### src/rtl/cache_mem_arbiter.sv
// cache_mem_arbiter: two-to-one I/D-cache line arbiter in front of the burst cacheline adaptor.
// Optional feature: define ARB_ROUND_ROBIN_EN for alternating I/D priority; default is fixed D-over-I priority.
module cache_mem_arbiter #(
    parameter int ADDR_W  = 32,
    parameter int LINE_W  = 256,
    parameter int TIMEOUT = 255
) (
    input  logic              clk,
    input  logic              reset_n,
    input  logic              i_read_i,
    input  logic [ADDR_W-1:0] i_address_i,
    output logic [LINE_W-1:0] i_line_o,
    output logic              i_resp_o,
    input  logic              d_read_i,
    input  logic              d_write_i,
    input  logic [ADDR_W-1:0] d_address_i,
    input  logic [LINE_W-1:0] d_line_i,
    output logic [LINE_W-1:0] d_line_o,
    output logic              d_resp_o,
    output logic [ADDR_W-1:0] a_address_o,
    output logic [LINE_W-1:0] a_line_o,
    output logic              a_read_o,
    output logic              a_write_o,
    input  logic [LINE_W-1:0] a_line_i,
    input  logic              a_resp_i,
    output logic              err_o
);
    typedef enum logic [1:0] {IDLE, I_BUSY, D_RD_BUSY, D_WR_BUSY} state_t;
    localparam logic [7:0] TO_LAST = 8'(TIMEOUT - 1);
    state_t            state, state_n;
    logic [7:0]        cnt;
    logic              err_q, busy, grant, i_first, d_rd_done;
    logic [LINE_W-1:0] i_line_q, d_line_q;
`ifdef ARB_ROUND_ROBIN_EN
    logic last_d;
    assign i_first = last_d;
    // remember which side won last so the other side wins the next tie
    always_ff @(posedge clk or negedge reset_n)
        if (!reset_n) last_d <= 1'b0;
        else if (grant) last_d <= (state_n != I_BUSY);
`else
    assign i_first = 1'b0;
`endif
    assign busy = state != IDLE;
    // next state: grant from IDLE by priority (D write over D read), back to IDLE on adaptor completion
    always_comb begin
        state_n = state;
        if (!busy) begin
            if ((d_read_i || d_write_i) && !(i_read_i && i_first)) state_n = d_write_i ? D_WR_BUSY : D_RD_BUSY;
            else if (i_read_i) state_n = I_BUSY;
        end else if (a_resp_i) state_n = IDLE;
    end
    assign grant     = !busy && state_n != IDLE;
    assign a_read_o  = state == I_BUSY || state == D_RD_BUSY;
    assign a_write_o = state == D_WR_BUSY;
    assign i_resp_o  = state == I_BUSY && a_resp_i;
    assign d_rd_done = state == D_RD_BUSY && a_resp_i;
    assign d_resp_o  = d_rd_done || (a_write_o && a_resp_i);
    assign i_line_o  = i_resp_o ? a_line_i : i_line_q;
    assign d_line_o  = d_rd_done ? a_line_i : d_line_q;
    assign err_o     = err_q;
    // state register
    always_ff @(posedge clk or negedge reset_n)
        if (!reset_n) state <= IDLE;
        else state <= state_n;
    // latch the winner's address (and writeback line) so later requester changes cannot reach the adaptor
    always_ff @(posedge clk or negedge reset_n)
        if (!reset_n) begin
            a_address_o <= '0;
            a_line_o    <= '0;
        end else if (grant) begin
            a_address_o <= state_n == I_BUSY ? i_address_i : d_address_i;
            if (state_n == D_WR_BUSY) a_line_o <= d_line_i;
        end
    // hold each port's last read line between completions
    always_ff @(posedge clk or negedge reset_n)
        if (!reset_n) begin
            i_line_q <= '0;
            d_line_q <= '0;
        end else begin
            if (i_resp_o) i_line_q <= a_line_i;
            if (d_rd_done) d_line_q <= a_line_i;
        end
    // busy-cycle watchdog: saturating count, sticky error once the limit is reached
    always_ff @(posedge clk or negedge reset_n)
        if (!reset_n) begin
            cnt   <= '0;
            err_q <= 1'b0;
        end else if (grant) cnt <= '0;
        else if (busy && !a_resp_i) begin
            if (cnt != 8'hFF) cnt <= cnt + 8'd1;
            if (cnt == TO_LAST) err_q <= 1'b1;
        end
endmodule
### config.mk
export PLATFORM = sky130hd
export DESIGN_NAME = cache_mem_arbiter
export DESIGN_NICKNAME = d
export VERILOG_FILES = /design/src/rtl/cache_mem_arbiter.sv
export SDC_FILE = /design/constraint.sdc
export NUM_CORES = 1
export LEC_CHECK = 0
export BUFFER_PORTS_ARGS = -buffer_cell sky130_fd_sc_hd__buf_2
export CORE_AREA = 5 5 532 534
export CTS_CLUSTER_SIZE = 10
export DETAILED_ROUTE_END_ITERATION = 16
export DIE_AREA = 0 0 537 539
export HOLD_SLACK_MARGIN = 0.15
export SETUP_SLACK_MARGIN = 0.05
export SLEW_MARGIN = 20
export SYNTH_ARGS = -nofsm -noshare
export SYNTH_HDL_FRONTEND = slang
export SYNTH_SLANG_ARGS = --single-unit
### constraint.sdc
create_clock -name clk -period 4.2 [get_ports clk]
set_clock_uncertainty 0.15 [all_clocks]
set_input_delay 0.21 -clock clk [delete_from_list [all_inputs] [get_ports clk]]
set_output_delay 0.21 -clock clk [all_outputs]
set_load 0.1 [all_outputs]
==> summary.txt <==
area of the multi-input gates - 9437 sq um
via count - 28360
M3 GR Usage - 5.991%
Final Max Tran Viols - 0
fin crit period - 3.774 ns
Post-synth EDFFs - 0
CTS sink count - 811
area grow syn2layout - 86.06%
post-synthesis sequential area ratio - 66.96%
GRT busiest layer - met2
Overflow after GRT - 0
CTS Hold Bufs - 1101
Worst EP required - 3.84 ns
Worst Path Max Fanout - 66
Hold Path Sink - i_line_q[143]
Clock transition at path regs - 0.06 ns
Via density - 3.442
Cells after Synth - 1835
CP Launch Type - register
first-pass GRT wire length - 284500 um
maximum clock insertion buffer count - 4
Hold Path Stages - 3
root buffer cell - clkbuf_16
Async SR Flop Fraction - 100.0%
met2 Use GR - 22.94%
period utilization - 89.86%
Detail Route Antenna Nets - 0
WL per Instance - 26.67 um
Synth cell types - 32
DR pass1 iterations - 5
worst hold path type - primary input to register
crit path DAT - 3.41 ns
Seq cells post-synth - 811
H-tree depth - 3
worst slew pin tran - 0.9738 ns
die area - 289400 sq um
Finished Layout Cells - 8239
R2R Setup Slk - 0.70 ns
final WL - 219700 um
layout cells sized above 1 - 47.60%
FF+latch area - 20290 sq um
Starting Density - 10.90%
TritonCTS clock tree - built
reg2reg path depth - 8
DR iter-0 viols - 1592
Hold Startpoint - a_line_i[143]
GRT Overall Usage - 14.52%
worst r2r src - state[1]
Post-route DRC - 0
clk_lat worst skew - 0.78 ns
f_max - 0.2650 GHz
Cell Rows - 194
fin area - 56390 sq um
crit path kind - register to output pin
post_cts resized - 0
io pins - 1387
vias in the first global route - 30470
RSZ-0062 raised after global routing - false
IO buf count - 1386
Core Area - 277900 sq um
fillcell total - 29450
Post-CTS Setup Inserts - 0
Die Wd - 537 um
mapped cell area - 30310 sq um
final hold viol count - 0
placed wire-length estimate - 174700 um
DP Cell Count - 6892
Slew headroom - 35.08%
final-report setup violation count - 0
CTS Buf Count - 106
die height - 539 um
max-cap violations - 0
initial antenna violation count - 236
Cell Area, Placed - 42020 sq um
Syn Area/Cell - 16.52 sq um
largest net degree at the start of global routing - 116
Synth Warn # - 0
Net Count, Synth - 2423
reg-to-reg endpoint - a_address_o[23]
CP Capture Type - output pin
status - completed
ys flop type - dfrtp_1
Final GP Congestion - 0.9468
Setup TNS - 0 ns
commonest non-fill, non-tap cells in the layout - buf_2 (1385), dlygate4sd3_1 (1100), dfrtp_1 (811), mux2_2 (529), mux2_1 (241)
GR Layer Usage met1 - 16.95%
Nets - 4965
commonest non-fill, non-tap cell in the layout - buf_2
## metrics by stage
step / hold slack [ns] / util (%) / setup WS [ns]
finish: 0.1945 / 20.29 / 0.4261
global route: 0.1742 / 20.26 / 0.2371
CTS: 0.1509 / 20.20 / 0.2003
detailed placement: 0.1997 / 15.12 / 1.139
global placement: 0.1921 / 15.12 / 1.177
floorplan: -0.2356 / - / 1.532
## flip-flops by register name, summed over array words and instances, names as in the netlist
signal	flops
err_o	1
a_line_o	256
a_address_o	32
cnt	8
i_line_q	256
d_line_q	256
state	2
## final cells by class
cell class	count	area share (%)
antenna	97	0.4305
sequential	811	35.99
tap	3724	8.263
inverter	39	0.2596
clock inverter	22	0.4504
clock buffer	127	5.021
multi-input combinational	890	16.73
timing repair buffer	2529	32.85
## critical path, stage by stage, from the launching register on
cell and delay, ns:
dfrtp_1 0.41, inv_1 0.15, ha_1 0.25, nand2_4 0.45
buf_12 0.41, mux2_2 0.32, buf_2 0.44
## per-layer routing
layer	up-vias	routed length [um]	part of all wire (%)
met5	-	580	0.26
met4	88	12110	5.5
li1	11680	-	-
met2	1916	97900	45
met1	14120	84840	39
met3	557	24270	11
## logic make-up after synthesis
logic type               after synthesis  synth area share [%]
adder cells (fa/ha/maj)                6                0.2477
flip-flops                           811                 66.96
buffers and inverters                134                 2.039
AO/OA/AOI/OAI                         79                 1.515
multiplexers                         772                 28.68
XOR/XNOR                               1               0.02890
AND/OR/NAND/NOR                       32                0.5326
## worst max-delay path by stage
| stage | start | end | slack, ns | cells past startpoint |
|---|---|---|---|---|
| finish | state[1] | i_line_o[95] | 0.43 | 6 |
| global route | state[1] | i_line_o[95] | 0.24 | 6 |
| CTS | state[1] | i_line_o[104] | 0.20 | 6 |
| detailed placement | state[1] | i_line_o[104] | 1.14 | 6 |
| global placement | state[1] | i_line_o[104] | 1.18 | 6 |
| floorplan | state[1] | i_line_o[249] | 1.53 | 6 |
## synth_stat cells, types with 2 or more instances
master / count / area [sq um]
mux2_2: 529 / 5957
a21oi_1: 35 / 175.2
buf_2: 80 / 400.4
nor4_1: 2 / 12.51
nand3_1: 3 / 15.01
clkbuf_1: 11 / 41.29
mux2i_1: 2 / 20.02
nand2_1: 6 / 22.52
o22ai_1: 33 / 206.5
o21a_1: 3 / 22.52
ha_1: 6 / 75.07
nor2_1: 9 / 33.78
and2_1: 3 / 18.77
a211oi_1: 2 / 15.01
nor3_1: 2 / 10.01
buf_4: 4 / 30.03
inv_1: 38 / 142.6
nand4_1: 3 / 18.77
dfrtp_1: 811 / 20290
mux2_1: 241 / 2714
Power is not shown: default switching activity piles up to over one toggle a cycle in this logic, so the estimate is an artifact.
